File: src/rtl/uart_pkg.sv
// rtl/uart_pkg.sv - shared constants and FSM state type for the UART TX feeder
package uart_pkg;
  localparam int UART_DATA_W = 8;

  typedef enum logic [1:0] {
    IDLE = 2'd0,
    SEND = 2'd1,
    GAP  = 2'd2
  } feeder_state_t;
endpackage

File: src/rtl/sync_fifo.sv
// rtl/sync_fifo.sv - single-clock FIFO with occupancy count; caller gates push/pop
module sync_fifo
  import uart_pkg::*;
#(
  parameter int DATA_W = UART_DATA_W,
  parameter int DEPTH  = 16,
  localparam int ADDR_W = $clog2(DEPTH)
) (
  input  logic              clk,
  input  logic              rst,
  input  logic              i_push,
  input  logic [DATA_W-1:0] i_wdata,
  input  logic              i_pop,
  output logic [DATA_W-1:0] o_rdata,
  output logic [ADDR_W:0]   o_count,
  output logic              o_full,
  output logic              o_empty
);
  localparam logic [ADDR_W:0] FULL_CNT = (ADDR_W + 1)'(DEPTH);

  logic [DATA_W-1:0] r_mem [DEPTH];
  logic [ADDR_W-1:0] r_wr_ptr;
  logic [ADDR_W-1:0] r_rd_ptr;
  logic [ADDR_W:0]   r_count;

  // Storage has no reset; only the pointers define which entries are live.
  always_ff @(posedge clk) begin
    if (i_push) r_mem[r_wr_ptr] <= i_wdata;
  end

  always_ff @(posedge clk or posedge rst) begin
    if (rst) begin
      r_wr_ptr <= '0;
      r_rd_ptr <= '0;
      r_count  <= '0;
    end else begin
      if (i_push) r_wr_ptr <= r_wr_ptr + ADDR_W'(1);
      if (i_pop)  r_rd_ptr <= r_rd_ptr + ADDR_W'(1);
      case ({i_push, i_pop})
        2'b10:   r_count <= r_count + (ADDR_W + 1)'(1);
        2'b01:   r_count <= r_count - (ADDR_W + 1)'(1);
        default: r_count <= r_count;
      endcase
    end
  end

  assign o_rdata = r_mem[r_rd_ptr];
  assign o_count = r_count;
  assign o_full  = (r_count == FULL_CNT);
  assign o_empty = (r_count == '0);
endmodule

File: src/rtl/uart_tx_feeder.sv
// rtl/uart_tx_feeder.sv - buffers producer bytes and hands them one at a time to the serial transmitter
module uart_tx_feeder
  import uart_pkg::*;
#(
  parameter int DATA_W = UART_DATA_W,
  parameter int DEPTH  = 16,
  localparam int ADDR_W = $clog2(DEPTH)
) (
  input  logic              clk,
  input  logic              rst,
  input  logic [DATA_W-1:0] in_data,
  input  logic              in_valid,
  output logic              in_ready,
  output logic [DATA_W-1:0] tx_data,
  output logic              tx_start,
  input  logic              tx_done,
  output logic [ADDR_W:0]   count,
  output logic              empty,
  output logic              full,
  output logic              busy
);
  feeder_state_t     r_state;
  logic              r_tx_start;
  logic [DATA_W-1:0] r_tx_data;
  logic              r_done_q;

  logic              w_push;
  logic              w_pop;
  logic              w_done_evt;
  logic              w_full;
  logic              w_empty;
  logic [DATA_W-1:0] w_head;

  // No push-through at full, even when the FSM pops in the same cycle.
  assign w_push     = in_valid && !w_full;
  assign w_pop      = (r_state == IDLE) && !w_empty;
  assign w_done_evt = tx_done && !r_done_q;

  sync_fifo #(
    .DATA_W (DATA_W),
    .DEPTH  (DEPTH)
  ) u_fifo (
    .clk     (clk),
    .rst     (rst),
    .i_push  (w_push),
    .i_wdata (in_data),
    .i_pop   (w_pop),
    .o_rdata (w_head),
    .o_count (count),
    .o_full  (w_full),
    .o_empty (w_empty)
  );

  always_ff @(posedge clk or posedge rst) begin
    if (rst) begin
      r_state    <= IDLE;
      r_tx_start <= 1'b0;
      r_tx_data  <= '0;
      r_done_q   <= 1'b0;
    end else begin
      r_done_q <= tx_done;
      case (r_state)
        IDLE: begin
          if (!w_empty) begin
            r_tx_data  <= w_head;
            r_tx_start <= 1'b1;
            r_state    <= SEND;
          end else begin
            r_tx_start <= 1'b0;
          end
        end
        SEND: begin
          if (w_done_evt) begin
            r_tx_start <= 1'b0;
            r_state    <= GAP;
          end
        end
        GAP: begin
          r_tx_start <= 1'b0;
          r_state    <= IDLE;
        end
        default: begin
          r_tx_start <= 1'b0;
          r_state    <= IDLE;
        end
      endcase
    end
  end

  assign in_ready = !w_full;
  assign full     = w_full;
  assign empty    = w_empty;
  assign tx_start = r_tx_start;
  assign tx_data  = r_tx_data;
  assign busy     = (r_state != IDLE);
endmodule

File: config.mk
export PLATFORM = sky130hd
export DESIGN_NAME = uart_tx_feeder
export DESIGN_NICKNAME = d
export VERILOG_FILES = /design/src/rtl/uart_pkg.sv /design/src/rtl/sync_fifo.sv /design/src/rtl/uart_tx_feeder.sv
export SDC_FILE = /design/constraint.sdc
export NUM_CORES = 1
export LEC_CHECK = 0
export CAP_MARGIN = 0
export CORE_ASPECT_RATIO = 0.7
export CORE_MARGIN = 2
export CORE_UTILIZATION = 60
export CTS_CLUSTER_DIAMETER = 200
export DETAILED_ROUTE_END_ITERATION = 7
export PLACE_DENSITY = 0.79
export SLEW_MARGIN = 20
export SYNTH_ARGS = -nofsm -noshare
export SYNTH_HDL_FRONTEND = slang
export SYNTH_HIERARCHICAL = 1
export SYNTH_SLANG_ARGS = --single-unit
File: constraint.sdc
create_clock -name clk -period 9.3 [get_ports clk]
set_clock_uncertainty 0.1 [all_clocks]
set_input_delay 1.395 -clock clk [delete_from_list [all_inputs] [get_ports clk]]
set_output_delay 1.395 -clock clk [all_outputs]
set_load 0.1 [all_outputs]
Word level (Yosys, flattened, before mapping)
Memories as Yosys holds them, arrays and structs flattened. A register that Yosys moved wholly into a read port is not among the register bits.
Index checks and enable logic that the tools add are counted.
Widths: inputs -> output; s select.
{ "totals": {"elab_cells": 39, "ram_bits": 128, "out_inout_bits": 18, "reg_bits": 17, "n_memories": 1} }
{ "mem_list": {"columns": ["memory", "depth", "width", "rd", "rd_ports_with_merged_regs", "write_ports", "line_no", "source"], "rows": [
  ["u_fifo.r_mem", 16, 8, 1, 1, 1, "sync_fifo.sv:21", "logic [DATA_W-1:0] r_mem [DEPTH];"]
]} }
{ "op_classes": {"eq_ne": 6, "add_sub_neg": 4, "bitwise": 1, "n_reduce_logical": 12, "muxes": 9} }
{ "op_table": {"columns": ["op", "n"], "rows": [
  ["$pmux 5 s2", 1],
  ["$add 4x1->4 const B", 2],
  ["$add 5x1->5 const B", 1],
  ["$eq 5x5->1 const B", 1],
  ["$logic_not 5->1", 1],
  ["$sub 5x1->5 const B", 1],
  ["$eq 2x1->1 const B", 2],
  ["$mux 1", 4],
  ["$mux 2", 2],
  ["$ne 2x2->1 const B", 2],
  ["$pmux 2 s2", 1],
  ["$reduce_and 2->1", 2],
  ["$reduce_bool 2->1", 2],
  ["$logic_and 1x1->1", 3],
  ["$logic_not 1->1", 3],
  ["$eq 2x2->1 const B", 1],
  ["$logic_not 2->1", 1],
  ["$pmux 1 s2", 1],
  ["$not 1->1", 1]
]} }

Depth between registers and ports, before layout
Gate-level depths: netlist of the first run.
{ "logic_depth": {"ltp_word": 5, "depth_mapped": 14, "ltp_nobuf": 11} }

By module
The synthesis of the first run kept the hierarchy.
{ "by_module_without_submodules": {"columns": ["module", "instances", "area_per_inst_um2", "cells_per_inst"], "rows": [
  ["sync_fifo", 1, 5791.8, 294],
  ["uart_tx_feeder", 1, 469.2, 32]
]} }

Worst setup path after synthesis of the first run
No wires, ideal clock.
{ "synth_timing": {"kind": "reg2out", "start": "register u_fifo.r_count[1], in the netlist u_fifo/o_count[1]", "end": "output in_ready", "stages_incl_launch_ff": 5, "slack_ns": 4.000, "path_buffers": 1, "arrival_ns": 3.805, "cell_sequence": "dfrtp_1 clkbuf_1 or4_1 nor2_1 inv_1"} }
{ "synth_via": {"elab_chain_len": 2} }
{ "synth_lines": {"columns": ["element", "line_no", "source"], "rows": [
  ["start: declaration", "sync_fifo.sv:24", "logic [ADDR_W:0] r_count;"],
  ["start signal: assignment", "sync_fifo.sv:40", "2'b10: r_count <= r_count + (ADDR_W + 1)'(1);"],
  ["start signal: assignment", "sync_fifo.sv:41", "2'b01: r_count <= r_count - (ADDR_W + 1)'(1);"],
  ["start signal: assignment", "sync_fifo.sv:42", "default: r_count <= r_count;"],
  ["$eq 5x5->1", "sync_fifo.sv:49", "assign o_full = (r_count == FULL_CNT);"],
  ["named net full", "uart_tx_feeder.sv:19", "output logic full,"],
  ["$logic_not 1->1", "uart_tx_feeder.sv:90", "assign in_ready = !w_full;"],
  ["end: declaration", "uart_tx_feeder.sv:13", "output logic in_ready,"]
]} }
The timed path passes the listed nets, and every way through them passes these cells.

Final worst setup path of the first run
{ "layout_timing": {"start": "register u_fifo.r_count[1], in the netlist u_fifo/o_count[1]", "end": "output empty"} }
{ "layout_via": {"elab_chain_len": 1} }
{ "layout_lines": {"columns": ["element", "line_no", "source"], "rows": [
  ["$logic_not 5->1", "sync_fifo.sv:50", "assign o_empty = (r_count == '0);"],
  ["end: declaration", "uart_tx_feeder.sv:18", "output logic empty,"]
]} }
Every way passes these cells.

==> flow_metrics.py, run 1 <==
metrics = {
    "synth": {
        "synth_fp_nets": 347,
        "ys_warn_count": 6,
        "yosysMostFrequentCell": "edfxtp_1",
        "ys_ff_latch": 153,
        "synth_cells": 326,
        "synthTopCellsByCount": "128 x edfxtp_1, 25 x dfrtp_1, 17 x and2_1",
        "synthTopCellsByArea": "edfxtp_1 61%, dfrtp_1 10%, mux4_1 6.7%, mux4_2 5.8%, a22oi_1 1.9%",
        "synth_area_mm2": 0.00626,
        "synth.avg_cell_area_um2": 19.2,
        "synth_edf_count": 128,
        "yosys.area.top_type_share": 0.614,
        "synth.distinct_cells": 41,
        "async_flop_share": 0.163,
        "synth_ff_type": "edfxtp_1",
        "synth_area_leader_cell": "edfxtp_1",
        "yosysSeqAreaShare": 0.714,
    },
    "placed_design": {
        "placed_area_mm2": 0.00660,
        "dp.cells": 472,
        "dp_hpwl_um": 7490,
        "dp_worst_setup_slack_ns": 5.13,
        "gp_congestion": 0.756,
        "numPortBuffers": 29,
    },
    "sta": {
        "drv_slew": 0,
        "hold_viol": 0,
        "tns_ns": 0,
        "fin_crit_sh": 0.492,
        "setup_slack_ns": 4.73,
        "fin_crit_ns": 4.57,
        "tightest_slew_ns": 1.01,
        "clock.fmax_ghz": 0.219,
        "rsz0062_at_grt": "no",
        "hold_ws_ns": 0.394,
        "setup_violations": 0,
        "maxSlewHeadroom": 0.326,
    },
    "power_and_ir_drop": {
        "total_power_mw": 2.52,
        "power.density_mw_per_mm2": 352,
        "power.leakage_nw": 2.50,
        "vdd_drop_max_v": 0.000180,
    },
    "worst_setup_path": {
        "crit_fanout": 9,
        "critPathMaxStageDelay_ns": 1.23,
        "cp.depth": 3,
        "critPathKind": "reg -> out",
        "cp_num_buf_inv": 1,
        "path_delay_family": "buffers and inverters",
        "crit_slowest_cell": "clkdlybuf4s50_1",
        "r2r_cells": 11,
        "worstPathRequired_ns": 7.81,
        "start_kind": "flop",
        "end_kind": "output pin",
        "path_cells": "or4_1, nor2_1, clkdlybuf4s50_1",
        "critPathArrivalTime_ns": 3.08,
    },
    "run": {
        "maxCapViolCount": 0,
    },
    "cts": {
        "cts_root_buf": "clkbuf_16",
        "cts_sinks": 153,
        "cts_buffers": 17,
        "clk_latency_ns": 0.41,
        "hold_buffers": 0,
        "cts_tree": "built",
        "clk_pin_slew_ns": 0.06,
        "post_cts_buffers": 0,
        "cts_resized": 0,
        "cts_buffer_depth": 2,
        "cts_max_level": 4,
    },
    "finish": {
        "layout.nets": 380,
        "fin_cells": 504,
        "design_area_mm2": 0.00716,
        "area_growth_pct": 14.3,
        "diodes": 0,
        "final_util": 0.699,
        "fillers": 658,
        "drive_gt1_frac": 0.172,
    },
    "global_routing": {
        "antenna_found_initial": 0,
        "first_global_vias": 3073,
        "grtUsageTotal": 0.224,
        "gr-total-overflow": 0,
        "grt_pass1_wl_um": 17700,
        "grt_max_degree": 36,
    },
    "route": {
        "drt-pass1-iter-count": 4,
        "wl_per_cell_um": 23.9,
        "viasPerCell": 6.17,
        "ant_nets": 0,
        "drc": 0,
        "drt-total-wl_um": 12000,
        "first_iter_violations": 398,
        "vias": 3110,
    },
    "die": {
        "core_area_mm2": 0.0102,
        "io_pins": 30,
        "die_y_um": 89.5,
        "die_w_um": 126,
        "die_area_mm2": 0.0113,
        "row_count": 31,
        "initial_core_util": 0.611,
    },
    "status": {
        "status": "finished, final reports clean",
    },
    "worst_hold_path": {
        "holdPathStages": 1,
        "worstHoldPathType": "reg -> reg",
    },
}
sequential cells by signal, summed over array words and instances (netlist names):
signal,count
r_done_q,1
r_state,2
tx_data,8
tx_start,1
u_fifo/o_count,5
u_fifo/r_mem,128
u_fifo/r_rd_ptr,4
u_fifo/r_wr_ptr,4
power breakdown:
| part | total, mW | internal (mW) | switching (mW) |
|---|---|---|---|
| Sequential | 0.955 | 0.857 | 0.0971 |
| Clock | 0.637 | 0.367 | 0.271 |
| Combinational | 0.924 | 0.342 | 0.583 |
| Total | 2.52 | 1.57 | 0.950 |
per-layer routing:
| layer | wire [µm] | global-route usage |
|---|---|---|
| met1 | 5100 | 0.306 |
| met2 | 6050 | 0.360 |
| met3 | 756 | 0.0610 |
| met4 | 123 | 0.0789 |
| met5 | 0 | 0 |
kinds of logic after synthesis:
group                    count (synthesis)  share of synthesized area
buffers and inverters                   23                     0.0242
multiplexers                            43                      0.144
AO/OA/AOI/OAI                           27                     0.0298
AND/OR/NAND/NOR                         60                     0.0546
adder cells (fa/ha/maj)                  9                     0.0180
XOR/XNOR                                11                     0.0154
flip-flops                             153                      0.714
layout by cell type (no fill, tap or decap), types with 5 or more instances in the layout:
master and n:
a22oi_1 16, and2_1 17, clkbuf_16 17, clkdlybuf4s50_1 29, clkinvlp_4 6, dfrtp_1 23
edfxtp_1 128, ha_1 9, inv_1 7, mux2_2 10, mux4_1 16, mux4_2 16
nand2_1 14, nor2_1 9, xnor2_1 6, xor2_1 5
worst reg2reg max path: stages (launching register included):
cell and delay, ns:
dfrtp_1 0.47, or4_1 0.56, nor2_1 0.25, nor2b_1 0.19, inv_1 0.17, ha_1 0.37
xor2_1 0.12, ha_1 0.23, or2_2 0.31, a31oi_1 0.20, o32ai_1 0.13, xnor2_1 0.15
cell type report:
class | count | area, µm² | share of cell area
sequential | 153 | 4470 | 0.625
multi-input combinational | 150 | 1640 | 0.229
clock buffer | 17 | 425 | 0.0595
timing repair buffer | 30 | 298 | 0.0416
tap | 132 | 165 | 0.0231
clock inverter | 15 | 129 | 0.0180
inverter | 7 | 26.3 | 0.00367
final timing paths:
check	from	slack, ns	to
setup / recovery	u_fifo/o_count[1]	4.73	empty
hold / removal	r_state[1]	0.39	r_state[0]
setup reg to reg	u_fifo/o_count[1]	5.91	u_fifo/o_count[4]
hold reg to reg	r_state[1]	0.39	r_state[0]
max in group asynchronous	rst	7.43	u_fifo/r_rd_ptr[1]
min in group asynchronous	rst	1.26	u_fifo/o_count[0]
Power figures use the tool's default switching activity.
==> run 2, diff against run 1 <==
Clock period 9.3 ns to 4.63 ns, I/O delays scaled along.
==> run 2 against run 1 <==
Sequential cell count unchanged. First-iteration DRC count shrank 28%. Hold slack lost 0.0098 ns. Sequential share of layout area down 0.63 points. Critical path depth stayed put. Count of clock-buffer cells in the layout rose by 7. Critical path type unchanged. Largest cell class unchanged. Largest power group unchanged.
==> flow_metrics.py, run 2 (synthesis gave the netlist of run 1 again) <==
metrics = {
    "sta": {
        "clock.fmax_ghz": 0.264,
        "hold_viol": 0,
        "maxSlewHeadroom": 0.341,
        "rsz0062_at_grt": "no",
        "setup_violations": 0,
        "fin_crit_sh": 0.819,
        "drv_slew": 0,
        "tns_ns": 0,
        "fin_crit_ns": 3.79,
        "tightest_slew_ns": 0.985,
    },
    "power_and_ir_drop": {
        "power.density_mw_per_mm2": 719,
        "total_power_mw": 5.20,
        "sequentialPowerShare": 0.385,
        "switchingPower_mw": 1.89,
        "power_frac_comb": 0.341,
        "pwr-share-clk": 0.274,
        "power.leakage_nw": 2.53,
        "vdd_drop_max_v": 0.000656,
        "power.internal_mw": 3.31,
        "p_sw_frac": 0.363,
    },
    "global_routing": {
        "grt_max_degree": 36,
        "grt_pass1_wl_um": 17600,
        "first_global_vias": 3070,
        "gr-total-overflow": 0,
        "grtUsageTotal": 0.225,
        "antenna_found_initial": 0,
    },
    "worst_setup_path": {
        "worstPathRequired_ns": 3.84,
        "start_kind": "flop",
        "cp_num_buf_inv": 1,
        "critPathKind": "reg -> out",
        "end_kind": "output pin",
        "path_delay_family": "buffers and inverters",
        "path_cells": "or4_1, nor2_2, clkdlybuf4s50_1",
        "cp.depth": 3,
        "r2r_cells": 11,
        "crit_fanout": 9,
        "critPathArrivalTime_ns": 3.00,
        "crit_slowest_cell": "clkdlybuf4s50_1",
        "critPathMaxStageDelay_ns": 1.21,
    },
    "finish": {
        "final_common_cell": "edfxtp_1",
        "final_util": 0.706,
        "area_growth_pct": 15.5,
        "largest_register_ffs": 128,
        "diodes": 0,
        "drive_gt1_frac": 0.170,
        "final_cell_mix": "128 x edfxtp_1, 29 x clkdlybuf4s50_1, 23 x dfrtp_1",
        "largest-register": "u_fifo/r_mem",
        "regArea_mm2": 0.00447,
        "fin_cells": 503,
        "fillers": 628,
        "multiInputGateArea_mm2": 0.00165,
        "layout.nets": 379,
    },
    "placed_design": {
        "dp_hpwl_um": 7320,
        "numPortBuffers": 29,
        "dp.cells": 471,
        "gp_congestion": 0.713,
    },
    "cts": {
        "post_cts_buffers": 0,
        "clk_pin_slew_ns": 0.06,
        "cts_sinks": 153,
        "cts_resized": 0,
        "cts_buffers": 17,
        "cts_tree": "built",
        "clk_latency_ns": 0.42,
        "cts_max_level": 4,
        "cts_root_buf": "clkbuf_16",
        "hold_buffers": 0,
        "cts_buffer_depth": 2,
    },
    "route": {
        "viasPerCell": 6.15,
        "vias": 3091,
        "drt-pass1-iter-count": 4,
        "drc": 0,
        "first_iter_violations": 285,
        "ant_nets": 0,
        "drt-total-wl_um": 11800,
        "wl_per_cell_um": 23.5,
    },
    "run": {
        "maxCapViolCount": 0,
    },
    "die": {
        "io_pins": 30,
        "die_y_um": 89.5,
        "row_count": 31,
        "initial_core_util": 0.611,
        "die_w_um": 126,
        "die_area_mm2": 0.0113,
        "core_area_mm2": 0.0102,
    },
    "worst_hold_path": {
        "holdPathStages": 1,
        "worstHoldPathType": "reg -> reg",
    },
    "status": {
        "status": "finished, final reports clean",
    },
}
run 2: layout make-up:
class / instances / area share
clock buffer: 24 / 0.0727
clock inverter: 8 / 0.0145
inverter: 7 / 0.00363
multi-input combinational: 150 / 0.228
sequential: 153 / 0.619
tap: 132 / 0.0228
timing repair buffer: 29 / 0.0401
run 2: layer usage:
metal,vias to the layer above,global-route usage,wire (µm)
met1,1612,0.317,5170
met3,10,0.0604,814
li1,1366,-,-
met4,0,0.0959,140
met2,103,0.341,5710
met5,-,0,0
run 2: power by group through the flow:
stage          Clock, mW  Sequential (mW)  Combinational [mW]
2_1_floorplan          0             2.29                1.10
3_3_place_gp           0             2.01                1.72
3_5_place_dp           0             2.03                1.76
4_1_cts             1.45             2.00                1.78
5_1_grt             1.51             2.04                1.87
6_report            1.43             2.00                1.77
run 2: final timing paths:
path	from	endpoint	slack, ns
setup / recovery	u_fifo/o_count[1]	empty	0.84
hold / removal	r_state[1]	tx_start	0.38
setup reg to reg	u_fifo/o_count[1]	u_fifo/o_count[4]	1.35
hold reg to reg	r_state[1]	tx_start	0.38
max in group asynchronous	rst	tx_data[4]	3.43
min in group asynchronous	rst	u_fifo/r_wr_ptr[3]	0.56
run 2: stage by stage:
| stage | instance area [µm²] | hold WS, ns | setup slack [ns] |
|---|---|---|---|
| 2_1_floorplan | 6270 | 0.348 | 0.300 |
| 3_3_place_gp | 6600 | 0.368 | 1.30 |
| 3_5_place_dp | 6600 | 0.376 | 1.24 |
| 4_1_cts | 7230 | 0.382 | 0.816 |
| 5_1_grt | 7230 | 0.395 | 0.761 |
| 6_report | 7230 | 0.384 | 0.839 |
==> run 3, diff against run 2 <==
Clock period 4.63 ns to 3.9 ns, I/O delays scaled along.
==> run 3 against run 2 <==
Cell count up 0.80%. Sequential share of layout area down 0.20 points. Via count up 1.9%. Count of clock-buffer cells in the layout down 5. Largest cell class unchanged. Non-clock buffer count up 4. Die area unchanged. First-iteration DRC count up 13%. Global-route usage down 0.27 points. Final area up 0.33%. Hold slack better by 0.0031 ns. Sequential power up 14%. Setup slack worse by 0.32 ns.
==> flow_metrics.py, run 3 (synthesis gave the netlist of run 1 again) <==
metrics = {
    "worst_setup_path": {
        "end_kind": "output pin",
        "critPathKind": "reg -> out",
        "start_kind": "flop",
        "r2r_cells": 11,
        "worstReg2RegStart": "u_fifo/o_count[1]",
        "r2r-end": "u_fifo/o_count[4]",
        "critPathArrivalTime_ns": 2.70,
        "crit_fanout": 9,
        "reg2reg_slack_ns": 0.70,
        "worstPathRequired_ns": 3.21,
    },
    "sta": {
        "setup_slack_ns": 0.520,
        "hold_viol": 0,
        "maxSlewHeadroom": 0.347,
        "clock.fmax_ghz": 0.296,
        "fin_crit_ns": 3.38,
        "tightest_slew_ns": 0.977,
        "tns_ns": 0,
        "setup_violations": 0,
        "rsz0062_at_grt": "no",
        "fin_crit_sh": 0.867,
        "drv_slew": 0,
    },
    "placed_design": {
        "numPortBuffers": 29,
        "gp_congestion": 0.816,
        "dp_worst_setup_slack_ns": 0.590,
        "placed_area_mm2": 0.00664,
        "dp.cells": 475,
        "dp_hpwl_um": 7530,
    },
    "worst_hold_path": {
        "min_from": "r_state[1]",
        "worstHoldPathType": "reg -> reg",
        "holdPathStages": 1,
        "holdPathEnd": "r_state[0]",
    },
    "cts": {
        "post_cts_buffers": 0,
        "cts_sinks": 153,
        "cts_buffers": 17,
        "clk_pin_slew_ns": 0.06,
        "cts_tree": "built",
        "cts_max_level": 4,
        "cts_resized": 0,
        "hold_buffers": 0,
        "cts_root_buf": "clkbuf_16",
        "clk_latency_ns": 0.41,
        "cts_buffer_depth": 2,
    },
    "global_routing": {
        "use_met1": 0.325,
        "grt_pass1_wl_um": 17600,
        "grtUsageMet3": 0.0455,
        "gr-total-overflow": 0,
        "antenna_found_initial": 0,
        "top_usage_layer": "met2",
        "first_global_vias": 3056,
        "grt_max_degree": 19,
        "use_met2": 0.336,
        "grtUsageTotal": 0.222,
    },
    "finish": {
        "design_area_mm2": 0.00726,
        "diodes": 0,
        "fin_cells": 507,
        "fillers": 628,
        "layout.nets": 383,
        "final_cell_mix": "128 x edfxtp_1, 27 x clkdlybuf4s50_1, 21 x dfrtp_1",
        "drive_gt1_frac": 0.197,
        "largest-register": "u_fifo/r_mem",
        "final_common_cell": "edfxtp_1",
        "area_growth_pct": 15.9,
        "largest_register_ffs": 128,
    },
    "route": {
        "wl_per_cell_um": 23.3,
        "drt-pass1-iter-count": 5,
        "vias": 3150,
        "drt-total-wl_um": 11800,
        "first_iter_violations": 323,
        "drc": 0,
        "viasPerCell": 6.21,
        "ant_nets": 0,
    },
    "power_and_ir_drop": {
        "vdd_drop_max_v": 0.000531,
        "power.density_mw_per_mm2": 855,
        "power.leakage_nw": 2.57,
        "total_power_mw": 6.20,
    },
    "die": {
        "core_area_mm2": 0.0102,
        "die_w_um": 126,
        "row_count": 31,
        "initial_core_util": 0.611,
        "io_pins": 30,
        "die_area_mm2": 0.0113,
        "die_y_um": 89.5,
    },
    "run": {
        "maxCapViolCount": 0,
    },
    "status": {
        "status": "finished, final reports clean",
    },
}
-- run 3: cell types whose count changed in the layout (fill, tap and decap cells not counted), moves of 2 or more --
cell	previous run	this run
nor2_2	2	0
buf_4	0	6
dfrtp_1	23	21
inv_6	1	4
clkbuf_1	3	0
dfrtp_2	1	4
clkdlybuf4s50_1	29	27
clkinv_4	1	3
clkinv_2	1	3
clkbuf_16	20	17
clkinvlp_4	3	0
nor2_4	0	2
-- run 3: cell type report --
type	instances	area, µm²	share of cell area
Tap cell	132	165	0.0228
Timing Repair Buffer	33	315	0.0435
Clock buffer	19	453	0.0624
Inverter	7	26.3	0.00362
Sequential cell	153	4470	0.617
Multi-Input combinational cell	150	1660	0.228
Clock inverter	13	166	0.0229
-- run 3: where the power goes --
| part | switching (mW) | internal [mW] | total (mW) |
|---|---|---|---|
| logic | 1.38 | 0.835 | 2.22 |
| clock network | 0.644 | 1.05 | 1.69 |
| registers | 0.246 | 2.05 | 2.29 |
-- run 3: per-stage QoR --
step,hold slack (ns),util
after floorplan,0.348,-
after global placement,0.365,0.648
after detailed placement,0.381,0.648
after CTS,0.390,0.709
after global routing,0.427,0.709
final,0.387,0.709
-- run 3: per-layer routing --
metal,share of wire,vias to the layer above
li1,-,1371
met1,0.46,1640
met2,0.47,124
met3,0.060,15
met4,0.015,0
met5,0,-
-- run 3: how the worst max path moves through the flow --
stage                                  from           endpoint  slack (ns)
after floorplan           u_fifo/o_count[1]  u_fifo/o_count[4]        0.01
after global placement             in_valid  u_fifo/o_count[4]        0.69
after detailed placement           in_valid  u_fifo/o_count[4]        0.59
after CTS                 u_fifo/o_count[1]           in_ready        0.50
after global routing      u_fifo/o_count[1]           in_ready        0.44
final                     u_fifo/o_count[1]           in_ready        0.52
-- run 3: worst max-delay path, cell delays in order, from the launching register on --
cell and delay (ns):
dfrtp_2 0.46, or4_1 0.65, nor2_4 0.17, inv_1 0.04, clkdlybuf4s50_1 0.96
